## src/rtl/masked_randomness_source_pkg.sv

```systemverilog
// Shared types and constants for the masked-multiplier randomness source.
// Latency: none (declarations only).
// Backpressure: not applicable.
package masked_randomness_source_pkg;

   // Galois feedback mask for the maximal-length 64-bit polynomial (taps 64, 63, 61, 60)
   localparam logic [63:0] LFSR_TAPS_64 = 64'hD800_0000_0000_0000;

   typedef enum logic [1:0] {
      SEED,
      WARMUP,
      RUN
   } rand_src_state_t;

   // Number of pairwise randomness terms an HPC3 multiplier of n shares needs
   function automatic int num_quad(input int n);
      return (n * (n - 1)) / 2;
   endfunction

endpackage

```

## src/rtl/masked_randomness_source_galois_lfsr_step.sv

```systemverilog
// Combinational Galois LFSR unroller: applies STEPS right-shift steps with feedback mask TAPS.
// Latency: purely combinational, zero cycles.
// Backpressure: none; the caller decides whether to register the result.
module galois_lfsr_step #(
   parameter int                 WIDTH = 64,
   parameter logic [WIDTH-1:0]   TAPS  = '0,
   parameter int                 STEPS = 1
) (
   input  logic [WIDTH-1:0] state_i,
   output logic [WIDTH-1:0] state_o
);

   logic [WIDTH-1:0] s;

   // Chain STEPS single-bit shifts; each shifted-out one folds the tap mask back in
   always_comb begin
      s = state_i;
      for (int i = 0; i < STEPS; i++) begin
         if (s[0]) begin
            s = (s >> 1) ^ TAPS;
         end else begin
            s = s >> 1;
         end
      end
      state_o = s;
   end

endmodule

```

## src/rtl/masked_randomness_source.sv

```systemverilog
// Seeded 64-bit Galois LFSR feeding fresh R/P operands to HPC3 masked multipliers.
// Latency: 2 seed words + WARMUP_CYCLES advances to first valid; fresh output the cycle after each advancing edge.
// Backpressure: in_ready=0 freezes the LFSR in RUN; seed words are only accepted (out_seed_ready) while seeding.
module masked_randomness_source
   import masked_randomness_source_pkg::*;
#(
   parameter int NUM_SHARES    = 2,
   parameter int BIT_WIDTH     = 2,
   parameter int STATE_WIDTH   = 64,
   parameter int UNROLL        = 8,
   parameter int WARMUP_CYCLES = 16,
   localparam int NUM_QUADRATIC = num_quad(NUM_SHARES)
) (
   input  logic                               in_clock,
   input  logic                               in_reset,
   input  logic [31:0]                        in_seed,
   input  logic                               in_seed_valid,
   output logic                               out_seed_ready,
   input  logic                               in_reseed,
   input  logic                               in_ready,
   output logic                               out_valid,
   output logic [NUM_QUADRATIC*BIT_WIDTH-1:0] out_r,
   output logic [NUM_QUADRATIC*BIT_WIDTH-1:0] out_p
);

   localparam int WCW = (WARMUP_CYCLES > 1) ? $clog2(WARMUP_CYCLES) : 1;

   if (STATE_WIDTH != 64) begin : g_bad_state_width
      $error("masked_randomness_source: STATE_WIDTH must be 64");
   end
   if (UNROLL < 1) begin : g_bad_unroll
      $error("masked_randomness_source: UNROLL must be at least 1");
   end
   if (2 * NUM_QUADRATIC * BIT_WIDTH > STATE_WIDTH) begin : g_bad_output_width
      $error("masked_randomness_source: R and P vectors do not fit in the LFSR state");
   end

   rand_src_state_t         fsm_q;
   logic                    word_cnt_q;
   logic [WCW-1:0]          warm_cnt_q;
   logic                    valid_q;
   logic                    seed_rdy_q;
   logic [STATE_WIDTH-1:0]  state_q;
   logic [STATE_WIDTH-1:0]  state_d;
   logic [STATE_WIDTH-1:0]  state_adv;
   logic [STATE_WIDTH-1:0]  seed_word;

   galois_lfsr_step #(
      .WIDTH (STATE_WIDTH),
      .TAPS  (LFSR_TAPS_64),
      .STEPS (UNROLL)
   ) u_step (
      .state_i (state_q),
      .state_o (state_adv)
   );

   // Incoming seed word shifts in from the bottom; older material moves up
   assign seed_word = {state_q[STATE_WIDTH-33:0], in_seed};

   // LFSR next state: load seed words, advance in WARMUP/RUN, hold on reseed
   always_comb begin
      state_d = state_q;
      if (!in_reseed) begin
         case (fsm_q)
            SEED: begin
               if (in_seed_valid) begin
                  // An all-zero completed seed would lock the LFSR, so substitute 1
                  if (word_cnt_q && (seed_word == '0)) begin
                     state_d = STATE_WIDTH'(1);
                  end else begin
                     state_d = seed_word;
                  end
               end
            end
            WARMUP:  state_d = state_adv;
            RUN:     if (in_ready) state_d = state_adv;
            default: state_d = state_q;
         endcase
      end
   end

   // State register for the LFSR
   always_ff @(posedge in_clock or posedge in_reset) begin
      if (in_reset) begin
         state_q <= '0;
      end else begin
         state_q <= state_d;
      end
   end

   // Sequencing FSM with registered valid/ready flags; reseed overrides everything
   always_ff @(posedge in_clock or posedge in_reset) begin
      if (in_reset) begin
         fsm_q      <= SEED;
         word_cnt_q <= 1'b0;
         warm_cnt_q <= '0;
         valid_q    <= 1'b0;
         seed_rdy_q <= 1'b1;
      end else if (in_reseed) begin
         fsm_q      <= SEED;
         word_cnt_q <= 1'b0;
         warm_cnt_q <= '0;
         valid_q    <= 1'b0;
         seed_rdy_q <= 1'b1;
      end else begin
         case (fsm_q)
            SEED: begin
               if (in_seed_valid) begin
                  if (word_cnt_q) begin
                     word_cnt_q <= 1'b0;
                     warm_cnt_q <= '0;
                     seed_rdy_q <= 1'b0;
                     if (WARMUP_CYCLES == 0) begin
                        fsm_q   <= RUN;
                        valid_q <= 1'b1;
                     end else begin
                        fsm_q   <= WARMUP;
                     end
                  end else begin
                     word_cnt_q <= 1'b1;
                  end
               end
            end
            WARMUP: begin
               if (warm_cnt_q == WCW'(WARMUP_CYCLES - 1)) begin
                  fsm_q      <= RUN;
                  warm_cnt_q <= '0;
                  valid_q    <= 1'b1;
               end else begin
                  warm_cnt_q <= warm_cnt_q + 1'b1;
               end
            end
            RUN: begin
               valid_q <= 1'b1;
            end
            default: begin
               fsm_q      <= SEED;
               valid_q    <= 1'b0;
               seed_rdy_q <= 1'b1;
            end
         endcase
      end
   end

   assign out_valid      = valid_q;
   assign out_seed_ready = seed_rdy_q;

   // Slice R and P straight from the state; blank them outside RUN so seed material stays internal
   always_comb begin
      out_r = '0;
      out_p = '0;
      if (fsm_q == RUN) begin
         for (int k = 0; k < NUM_QUADRATIC; k++) begin
            out_r[k*BIT_WIDTH +: BIT_WIDTH] = state_q[k*BIT_WIDTH +: BIT_WIDTH];
            out_p[k*BIT_WIDTH +: BIT_WIDTH] = state_q[(NUM_QUADRATIC+k)*BIT_WIDTH +: BIT_WIDTH];
         end
      end
   end

endmodule

```

## config.mk

```make
export PLATFORM = sky130hd
export DESIGN_NAME = masked_randomness_source
export DESIGN_NICKNAME = d
export VERILOG_FILES = /design/src/rtl/masked_randomness_source_pkg.sv /design/src/rtl/masked_randomness_source_galois_lfsr_step.sv /design/src/rtl/masked_randomness_source.sv
export SDC_FILE = /design/constraint.sdc
export NUM_CORES = 1
export LEC_CHECK = 0
export CAP_MARGIN = 0
export CORE_UTILIZATION = 40
export DETAILED_ROUTE_END_ITERATION = 16
export SYNTH_ARGS = -nofsm -noshare
export SYNTH_HDL_FRONTEND = slang
export SYNTH_SLANG_ARGS = --single-unit
export TNS_END_PERCENT = 5
```

## constraint.sdc

```tcl
create_clock -name in_clock -period 4.01 [get_ports in_clock]
set_input_delay 0.802 -clock in_clock [delete_from_list [all_inputs] [get_ports in_clock]]
set_output_delay 0.802 -clock in_clock [all_outputs]
set_load 0.02 [all_outputs]
```

==> out/metrics.csv, run 1 <==
metric,value,unit
Max Fanout on Critical Path,5,
R2R Path Start,fsm_q[0]$_DFFE_PP0P_,
drt pass-1 iters,4,
crit path to,out_p[1],
RSZ-0062 raised after global routing,no,
area delta synth->final,18.9,%
final instance area,0.00470,mm²
DP HPWL,7110,µm
M3 GR Usage,3.59,%
GPL Wtd Cong,0.838,
met2 GRT Util,28.8,%
maximum number of pins on one net before global-route repair,82,
Worst Reg2Reg Path Length in Cells,7,
GR Overflow Total,0,
Ports,43,
vias per inst,5.28,
CP required,3.21,ns
CTS Buf Count,9,
GR peak layer,met1,
Cells after Synth,405,
Multi-input gate area,0.00197,mm²
Yosys top cell area share,45.6,%
post-synthesis sequential area ratio,46.2,%
Nets,486,
fraction of layout cells with a size suffix above 1,6.31,%
core area,0.00942,mm²
clock sink count,73,
ys flop type,dfrtp_1,
period utilization,70.4,%
met1 global-route usage,32.0,%
PortBufs,42,
reg2reg end,state_q[10]$_DFFE_PP0P_,
Worst Hold Class,reg2reg,
Die X,101,µm
final hold violation count,0,
cell taking the most area after synthesis,dfrtp_1,
hold_buf cts,0,
n_diodes,0,
max_cap viols,0,
Post-synth EDFFs,0,
Initial Util,42.0,%
async set or reset register ratio after synthesis,100,%
wire per inst,16.9,µm
Die Span Y,101,µm
status,finished clean,
Post-Syn Nets,452,
Resize count post-CTS,0,
CTS Buffer Depth,2,
syn_area_per_cell,9.76,µm²
kind of critical path,reg2out,
total power density per cell area,839,mW/mm²
Worst setup SP type,flip-flop,
DP Cell Count,557,
Detailed Route WL,9680,µm
H-tree depth,3,
Tot GR Track Use,20.8,%
CTS tree,yes,
DR vias,3023,
Max IR drop VDD,0.510,mV
crit path from,fsm_q[0]$_DFFE_PP0P_,
Final Critical Period,2.82,ns
DRC,0,
clk_skew,0.00833,ns
register area,0.00183,mm²
Antenna Nets Post-Route,0,
Setup Buffers After CTS,0,
first-pass GRT wire length,15800,µm
Rows,35,
Setup TNS Final,0,ns
Slew @ Worst Pin,1.10,ns
vias in the first global route,2875,
clock slew seen by the registers of the worst setup and hold paths,0.09,ns
clock latency on the worst-skew pair,0.36,ns
synth warn,0,
synthesized cell area,0.00395,mm²
LEAKAGE,2.06,nW
r2r setup slk,1.34,ns
Slew headroom,26.8,%
die area,0.0103,mm²
synth cell count leaders,"dfrtp_1, o21ai_0, mux2i_1, nand2_1",
First DRT Iteration DRCs,203,
Crit. End Element,primary output,
Layout fillers,901,
antenna violations before repair,0,
"count leader, synth",dfrtp_1,
final setup violating endpoints,0,
"Distinct cells, synth",35,
Synth Register Bits,73,
placed cell areas,0.00447,mm²
"Arr. time, crit path",2.02,ns
Non-Filler Instances,573,
Synth area leaders,"dfrtp_1, mux2i_1, o21ai_0",
Pins Over Slew Limit,0,
FMAX,354,MHz
Clk Tree Root Cell,clkbuf_8,
==> per-layer routing <==
| metal | vias to the layer above | wire length [µm] |
|---|---|---|
| met5 | - | 0 |
| met4 | 0 | 167 |
| met3 | 13 | 416 |
| met2 | 80 | 4040 |
| met1 | 1456 | 5050 |
| li1 | 1474 | - |
==> report_power, final <==
group	internal, mW	total (mW)	switching (mW)
Clock	0.368	0.667	0.299
Combinational	0.877	1.89	1.01
Sequential	1.06	1.39	0.331
==> flip-flops by register name (all words and copies together), names as in the netlist <==
signal	count
state_q	64
out_valid	1
out_seed_ready	1
warm_cnt_q	4
word_cnt_q	1
fsm_q	2
==> cells by family after synthesis <==
kind of cell    share of synthesized area (%)
flops                                    46.2
fa+ha+maj                                3.16
simple gates                             15.1
mux                                      15.7
buf+inv                                  4.81
xor+xnor                                 3.99
compound gates                           11.0
==> worst min path at each step <==
| stage | from | end | slack, ns | cells past startpoint |
|---|---|---|---|---|
| floorplan | state_q[40]$_DFFE_PP0P_ | state_q[40]$_DFFE_PP0P_ | 0.44 | 2 |
| global placement | state_q[40]$_DFFE_PP0P_ | state_q[40]$_DFFE_PP0P_ | 0.46 | 2 |
| detailed placement | state_q[42]$_DFFE_PP0P_ | state_q[42]$_DFFE_PP0P_ | 0.47 | 2 |
| CTS | state_q[42]$_DFFE_PP0P_ | state_q[42]$_DFFE_PP0P_ | 0.48 | 2 |
| global route | state_q[54]$_DFFE_PP0P_ | state_q[54]$_DFFE_PP0P_ | 0.50 | 2 |
| finish | state_q[43]$_DFFE_PP0P_ | state_q[43]$_DFFE_PP0P_ | 0.48 | 2 |
==> cell usage in the layout (no fill, tap or decap), types with 2 or more instances in the layout <==
cell / instances
inv_1: 15
a21oi_1: 2
or3_1: 9
a21o_1: 2
mux2i_1: 61
clkbuf_8: 10
nand2b_1: 2
nor2_1: 13
nand3_1: 4
buf_4: 5
a211oi_1: 2
xnor2_1: 16
xor2_1: 2
nor2b_1: 2
nand2_1: 60
clkdlybuf4s50_1: 42
clkinvlp_4: 3
o21ai_0: 69
bufinv_16: 2
dfrtp_1: 72
nand4_1: 4
ha_1: 9
nor4b_1: 5
nor4_1: 9
and2_1: 10
==> critical path, cell delays in order, from the launching register on <==
cell and delay, ns:
dfrtp_1 0.41, inv_1 0.17, ha_1 0.19, inv_1 0.13, nor2_1 0.14, clkdlybuf4s50_1 0.62
==> final cells by class <==
cell class                      count  share of cell area [%]
Multi-Input combinational cell    292                    41.8
Sequential cell                    73                    38.9
Timing Repair Buffer               47                    9.74
Tap cell                          129                    3.43
Clock buffer                       10                    2.93
Clock inverter                      6                    1.94
Inverter                           16                    1.28
==> through the flow <==
stage | utilization (%) | setup slack, ns | hold slack (ns) | total power, mW
detailed placement | 47.5 | 0.984 | 0.467 | 3.30
CTS | 49.9 | 1.17 | 0.484 | 3.96
finish | 49.9 | 1.19 | 0.481 | 3.95
global placement | 47.5 | 1.05 | 0.459 | 3.26
global route | 49.9 | 1.03 | 0.499 | 4.26
floorplan | - | 1.36 | 0.442 | 2.81
No activity file was read; power rests on OpenSTA's default activity.
==> run 2: changes to the inputs <==
clock period = 2.9 ns   (was 4.01 ns; I/O delays follow)
==> out/metrics.csv, run 2 (synthesis gave the netlist of run 1 again) <==
metric,value,unit,change
hold_buf cts,0,,unchanged
GR Overflow Total,0,,unchanged
core area,0.00942,mm²,unchanged
largest registers,"state_q x64, warm_cnt_q x4, fsm_q x2",,
final setup violating endpoints,0,,unchanged
First DRT Iteration DRCs,147,,-28%
Antenna Nets Post-Route,0,,unchanged
Pins Over Slew Limit,0,,unchanged
vias in the first global route,3031,,+5.4%
"Critical Path, Cell by Cell","inv_1, ha_1, inv_1, nor2_1, clkdlybuf4s50_1",,
vias per inst,5.19,,-1.6%
wire per inst,17.0,µm,+0.85%
period utilization,90.4,%,
LEAKAGE,2.09,nW,+1.5%
Die Span Y,101,µm,unchanged
Multi-input gate area,0.00197,mm²,unchanged
FMAX,381,MHz,
Setup WS post-layout,0.277,ns,-0.912 ns
Setup TNS Final,0,ns,unchanged
Slowest cell on crit path,clkdlybuf4s50_1,,
Die X,101,µm,unchanged
DR vias,3000,,-0.76%
max FFs per register,64,,unchanged
Slew @ Worst Pin,0.629,ns,-0.468 ns
max_cap viols,0,,unchanged
Worst Hold Class,reg2reg,,
CTS tree,yes,,
final core utilization,50.2,%,+0.28 points
"delay-heaviest family, CP",buffers and inverters,,
Max IR drop VDD,0.469,mV,-8.0%
DRC,0,,unchanged
CP dominant cell by count,inv_1,,
die area,0.0103,mm²,unchanged
Layout fillers,890,,-1.2%
Final Critical Period,2.62,ns,
Worst setup SP type,flip-flop,,
Resize count post-CTS,0,,unchanged
Place WS,0.329,ns,-0.655 ns
"commonest non-fill, non-tap cells in the layout","dfrtp_1, o21ai_0, mux2i_1, nand2_1, clkdlybuf4s50_1",,
worst path bufs/invs,3,,unchanged
CTS Buffer Depth,2,,unchanged
DP HPWL,7260,µm,+2.1%
clk_skew,0.00800,ns,-0.000325 ns
clock latency on the worst-skew pair,0.35,ns,about the same
Setup Buffers After CTS,0,,unchanged
Hold WS,0.475,ns,-0.00555 ns
area delta synth->final,19.6,%,
register area,0.00183,mm²,unchanged
H-tree depth,3,,unchanged
fraction of layout cells with a size suffix above 1,7.13,%,+0.82 points
Nets,491,,+1.0%
"commonest non-fill, non-tap cell in the layout",dfrtp_1,,
GPL Wtd Cong,0.916,,+9.3%
clock sink count,73,,unchanged
"Arr. time, crit path",2.04,ns,+0.02 ns
Detailed Route WL,9840,µm,+1.7%
Rows,35,,unchanged
Initial Util,42.0,%,unchanged
total power,5.41,mW,+37%
final hold violation count,0,,unchanged
Slew headroom,58.0,%,+31 points
antenna violations before repair,0,,unchanged
first-pass GRT wire length,15800,µm,+0.17%
n_diodes,0,,unchanged
CP required,2.32,ns,-0.89 ns
drt pass-1 iters,4,,unchanged
CTS Buf Count,9,,unchanged
total power density per cell area,1140,mW/mm²,+36%
Crit. End Element,primary output,,
Ports,43,,unchanged
"Largest stage delay, worst path",0.63,ns,about the same
status,finished clean,,
clock slew seen by the registers of the worst setup and hold paths,0.08,ns,about the same
Tot GR Track Use,21.2,%,+0.36 points
Top reg by flops,state_q,,
Max Fanout on Critical Path,5,,unchanged
maximum number of pins on one net before global-route repair,74,,-9.8%
kind of critical path,reg2out,,
Clk Tree Root Cell,clkbuf_8,,
PortBufs,42,,unchanged
RSZ-0062 raised after global routing,no,,
-- run 2: power by group --
part	internal (mW)	switching (mW)	leakage [nW]	total (mW)
Sequential	1.47	0.475	0.926	1.94
Clock	0.402	0.371	0.102	0.773
Combinational	1.27	1.43	1.06	2.70
Total	3.14	2.28	2.09	5.41
-- run 2: final timing paths --
| path | start | endpoint | slack, ns | cells past startpoint |
|---|---|---|---|---|
| max in group asynchronous | in_reset | state_q[27]$_DFFE_PP0P_ | 1.97 | 3 |
| worst max-delay path | fsm_q[0]$_DFFE_PP0P_ | out_p[1] | 0.28 | 5 |
| worst min register to register | state_q[40]$_DFFE_PP0P_ | state_q[40]$_DFFE_PP0P_ | 0.48 | 2 |
| worst min-delay path | state_q[40]$_DFFE_PP0P_ | state_q[40]$_DFFE_PP0P_ | 0.48 | 2 |
| worst max register to register | fsm_q[1]$_DFFE_PP0P_ | state_q[0]$_DFFE_PP0P_ | 0.58 | 7 |
| min in group asynchronous | in_reset | state_q[15]$_DFFE_PP0P_ | 0.61 | 3 |
-- run 2: tightest hold or removal path, stage by stage, from the launching register on --
cell and delay (ns):
dfrtp_1 0.34, nand2_1 0.04, o21ai_0 0.06
-- run 2: through the flow --
step | instance area [µm²] | cells
6_report | 4730 | 578
5_1_grt | 4730 | 578
4_1_cts | 4730 | 578
3_5_place_dp | 4540 | 562
3_3_place_gp | 4540 | 562
2_1_floorplan | 3950 | 405
-- run 2: layout make-up --
cell class,count,area share (%)
clock buffer,14,3.86
sequential,73,38.7
inverter,16,1.27
tap,129,3.41
multi-input combinational,292,41.6
clock inverter,2,0.212
timing repair buffer,52,11.0
-- run 2: per-layer routing --
layer / part of all wire [%] / vias to the layer above / track usage [%]
met2: 43 / 56 / 31.5
met1: 52 / 1454 / 31.2
met3: 3.3 / 12 / 2.97
met4: 1.2 / 0 / 8.36
met5: 0 / - / 0
li1: - / 1478 / -
==> run 3: changes to the inputs <==
CORE_MARGIN = 4   (was unset)
RECOVER_POWER = 100   (was unset)
==> out/metrics.csv, run 3 (synthesis gave the netlist of run 1 again) <==
metric,value,unit,change
Max Fanout on Critical Path,5,,unchanged
clock sink count,73,,unchanged
kind of critical path,reg2out,,
vias per inst,5.17,,-0.39%
Ports,43,,unchanged
Pins Over Slew Limit,74,,+74
largest registers,"state_q x64, warm_cnt_q x4, fsm_q x2",,
final instance area,0.00464,mm²,-1.9%
clk_skew,0.00611,ns,-0.00189 ns
total power density per cell area,1130,mW/mm²,-1.1%
antenna violations before repair,0,,unchanged
Die Span Y,107,µm,+5.9%
Crit. End Element,primary output,,
wire per inst,17.3,µm,+1.3%
R2R Path Start,fsm_q[0]$_DFFE_PP0P_,,
Worst Hold Class,reg2reg,,
"commonest non-fill, non-tap cell in the layout",dfrtp_1,,
Setup TNS Final,0,ns,unchanged
CP dominant cell by count,inv_1,,
vias in the first global route,3032,,+0.033%
hold_buf cts,0,,unchanged
status,"complete, but fails checks",,
"Largest stage delay, worst path",0.69,ns,+0.06 ns
max_cap viols,1,,+1
final hold violation count,0,,unchanged
H-tree depth,3,,unchanged
Slew @ Worst Pin,1.83,ns,+1.20 ns
period utilization,89.7,%,-0.79 points
Nets,487,,-0.81%
area delta synth->final,17.3,%,
crit path from,fsm_q[0]$_DFFE_PP0P_,,
Setup Buffers After CTS,0,,unchanged
PortBufs,42,,unchanged
Layout fillers,929,,+4.4%
Slowest cell on crit path,dlygate4sd3_1,,
drt pass-1 iters,5,,+1
DP Cell Count,562,,unchanged
Initial Util,40.8,%,-1.2 points
clock slew seen by the registers of the worst setup and hold paths,0.07,ns,about the same
total power,5.25,mW,-3.0%
LEAKAGE,2.05,nW,-1.9%
"Arr. time, crit path",2.02,ns,-0.02 ns
Max IR drop VDD,0.864,mV,+84%
Slew headroom,-21.8,%,-80 points
Clk Tree Root Cell,clkbuf_8,,
r2r setup slk,0.34,ns,-0.24 ns
placed cell areas,0.00454,mm²,unchanged
core area,0.00968,mm²,+2.9%
GR Overflow Total,0,,unchanged
Final Critical Period,2.60,ns,-0.0230 ns
Top reg by flops,state_q,,
CTS Buffer Depth,2,,unchanged
failing checks,"capacitance limit, slew limit",,
Worst setup SP type,flip-flop,,
Worst Reg2Reg Path Length in Cells,7,,unchanged
CTS Buf Count,9,,unchanged
hold depth,2,,unchanged
DP HPWL,7350,µm,+1.3%
FMAX,385,MHz,+0.88%
"commonest non-fill, non-tap cells in the layout","dfrtp_1, o21ai_0, mux2i_1, nand2_1, clkdlybuf4s50_1",,
CTS tree,yes,,
Resize count post-CTS,0,,unchanged
Non-Filler Instances,576,,-0.35%
first-pass GRT wire length,16200,µm,+2.2%
die area,0.0115,mm²,+12%
DR vias,2978,,-0.73%
"Critical Path, Cell by Cell","inv_1, ha_1, inv_1, nor2_1, dlygate4sd3_1",,
GPL Wtd Cong,0.792,,-13%
Detailed Route WL,9940,µm,+0.99%
RSZ-0062 raised after global routing,no,,
DRC,0,,unchanged
Antenna Nets Post-Route,0,,unchanged
Die X,107,µm,+5.9%
n_diodes,0,,unchanged
Tot GR Track Use,18.1,%,-3.0 points
Rows,36,,+2.9%
CP required,2.32,ns,about the same
final setup violating endpoints,0,,unchanged
hold_sp,state_q[53]$_DFFE_PP0P_,,
reg2reg end,state_q[34]$_DFFE_PP0P_,,
clock latency on the worst-skew pair,0.34,ns,about the same
final core utilization,47.9,%,-2.3 points
WHS Endpoint,state_q[53]$_DFFE_PP0P_,,
fraction of layout cells with a size suffix above 1,4.97,%,-2.2 points
First DRT Iteration DRCs,73,,-50%
max FFs per register,64,,unchanged
maximum number of pins on one net before global-route repair,74,,unchanged
[run 3: cell count changes in the layout (fill, tap and decap cells not counted), moves of 2 or more]
cell / delta
clkdlybuf4s50_1: -8
dlygate4sd3_1: +8
buf_4: -6
clkbuf_8: -4
clkbuf_1: +3
clkbuf_2: +2
[run 3: worst max-delay path: cells and delay by family, from the launching register on]
| kind | cells | cell delay (ns) |
|---|---|---|
| adders and majority gates | 1 | 0.20 |
| DFF | 1 | 0.41 |
| buffers and inverters | 3 | 0.96 |
| and+or+nand+nor | 1 | 0.12 |
[run 3: where the power goes]
| part | switching [mW] | internal (mW) |
|---|---|---|
| sequential | 0.460 | 1.47 |
| combinational | 1.45 | 1.23 |
| clock | 0.350 | 0.302 |
[run 3: per-stage QoR]
step,hold WS [ns],worst slack [ns]
after detailed placement,0.468,0.391
after global placement,0.462,0.411
after CTS,0.484,0.325
after floorplan,0.442,0.468
after global routing,0.515,0.113
final,0.481,0.300
[run 3: how the worst max path moves through the flow]
stage / endpoint / slack (ns)
after floorplan: fsm_q[0]$_DFFE_PP0P_ / 0.47
after global placement: state_q[37]$_DFFE_PP0P_ / 0.41
after detailed placement: state_q[37]$_DFFE_PP0P_ / 0.39
after CTS: out_p[0] / 0.32
after global routing: state_q[42]$_DFFE_PP0P_ / 0.11
final: out_p[0] / 0.30
[run 3: area by class of cell]
type	instances	area [µm²]	share of cell area, %
inverters	16	60.1	1.29
flip-flops and latches	73	1830	39.4
clock inverters	1	5.00	0.108
multi-input cells	292	1950	42.1
clock buffers	13	139	2.99
repair buffers	48	485	10.5
well taps	133	166	3.59
[run 3: metal layers]
layer	GRT usage (%)	part of all wire (%)	vias up
li1	-	-	1473
met2	29.7	49	47
met1	25.0	46	1448
met4	5.23	1.4	0
met3	2.94	3.4	10
met5	0	0	-
==> patch: new RTL, config.mk and constraints of run 3 <==
Encoding of `rand_src_state_t`: now one-hot (3 bits for 3 states).
--- a/src/rtl/masked_randomness_source_pkg.sv
+++ b/src/rtl/masked_randomness_source_pkg.sv
@@ -6,10 +6,10 @@
    // Galois feedback mask for the maximal-length 64-bit polynomial (taps 64, 63, 61, 60)
    localparam logic [63:0] LFSR_TAPS_64 = 64'hD800_0000_0000_0000;
 
-   typedef enum logic [1:0] {
-      SEED,
-      WARMUP,
-      RUN
+   typedef enum logic [2:0] {
+      SEED   = 3'b001,
+      WARMUP = 3'b010,
+      RUN    = 3'b100
    } rand_src_state_t;
 
    // Number of pairwise randomness terms an HPC3 multiplier of n shares needs
Function: same outputs for any inputs over 10 cycles, from zero or initial values and one cycle with in_reset high; not proved beyond that.
==> patch against run 3 <==
- final area is 2.4% higher
- worst setup slack worse by 0.0061 ns
- synthesized cell count is 13% higher
- synthesized area is 0.16% higher
- wire length is 11% higher
- largest cell class unchanged
- fmax is 0.23% lower
- sequential cell count is 1 higher
- non-clock buffer count is 9 higher
- cell count is 9.2% higher
- worst hold slack better by 0.018 ns
- register-to-register slack worse by 0.05 ns
Power is not compared: it rests on default switching activity, and its combinational part moved more than twofold at a synthesized area within 25%.
==> patch: results (changes against run 3) <==
tightestPinTransition_ns: 1.01  # -0.819 ns
synthTopCellsByArea: "dfrtp_1 45%, nand2_1 9.8%, a31oi_1 8.1%"
drt-met1-wl_mm: 5.08  # +12%
status: "complete, no violations"
finalClockSkew_ns: 0.00897  # +0.00287 ns
globalRouteMet2Util: 0.282  # -0.0143
grt_max_degree: 63  # -15%
drive_above_1_share: 0.0766  # +0.0270
wl_mm: 11.1  # +11%
cpMaxStageDelayCell: "a31oi_1"
rrSetupSlack_ns: 0.29  # -0.05 ns
crit_start: "fsm_q[0]"
route.met2.wl_mm: 4.85  # -1.4%
n_fill_cell: 966  # +4.0%
drt-pass1-iter-count: 6  # +1
grt_first_pass_wirelength_mm: 17.7  # +9.2%
finalNonFillerCells: 629  # +9.2%
place_area_sq_mm: 0.00455  # +0.36%
use_met3: 0.0522  # +0.0228
wl_met3_microns: 869  # +150%
yosysSeqAreaShare: 0.468  # +0.00590
first_global_vias: 3286  # +8.4%
gp_congestion: 0.894  # +13%
post-place-cells: 613  # +9.1%
met1_usage: 0.290  # +0.0409
fmax_mhz: 384  # -0.23%
layout.nets: 533  # +9.4%
arrival_ns: 2.83  # +0.81 ns
dp.final_hpwl_mm: 7.88  # +7.1%
synth_top_cells_by_count: "103 x nand2_1, 72 x dfrtp_1, 53 x nor2_1"
drt_iter0_markers: 292  # +300%
r2r_start: "fsm_q[0]"
synth_cell_type_count: 40  # +14%
crit_end: "state_q[61]"
reg.largest.list: "state_q: 64 flops, warm_cnt_q: 4 flops, fsm_q: 3 flops"
yosys.area.top_type_share: 0.455  # -0.000720
patch: cell types whose count changed after synthesis, sizes merged, moves of 9 or more:
cell          run 3  this run
mux2i            61         9
a31oi             1        51
o21ai            69        20
nand2            60       103
nor2             13        54
buf              11        24
nor3b             0        11
and2             10         1
patch: how the worst min path moves through the flow:
stage,slack (ns),to,start,depth (start not counted)
2_1_floorplan,0.45,state_q[52],state_q[52],2
3_5_place_dp,0.48,state_q[52],state_q[52],2
5_1_grt,0.54,state_q[59],state_q[59],1
4_1_cts,0.50,state_q[52],state_q[52],2
3_3_place_gp,0.47,state_q[55],state_q[55],2
6_report,0.50,state_q[52],state_q[52],2
patch: power breakdown:
part	internal [uW]	switching, uW	total [uW]
Combinational	297	294	592
Clock	568	387	955
Sequential	1230	214	1440
Total	2090	896	2990
patch: worst max-delay path, delay by kind of cell (launching register included):
kind | cells | cell delay [ns]
and+or+nand+nor | 1 | 0.35
DFF | 1 | 0.43
buffers and inverters | 2 | 0.75
muxes | 1 | 0.36
AOI/OAI and AO/OA | 1 | 0.60
patch: area by class of cell:
cell class | instances | share of cell area
Inverter | 10 | 0.00790
Tap cell | 133 | 0.0350
Clock buffer | 10 | 0.0269
Sequential cell | 74 | 0.390
Clock inverter | 6 | 0.0221
Multi-Input combinational cell | 339 | 0.398
Timing Repair Buffer | 57 | 0.120
patch: cell families (layout without fill, tap and decap cells):
group | Yosys count | in the layout | share of synthesized area
AND/OR/NAND/NOR | 217 | 217 | 0.252
AO/OA/AOI/OAI | 83 | 83 | 0.128
flip-flops | 74 | 74 | 0.468
buffers and inverters | 44 | 83 | 0.0543
XOR/XNOR | 20 | 20 | 0.0442
multiplexers | 14 | 14 | 0.0370
adder cells (fa/ha/maj) | 5 | 5 | 0.0158
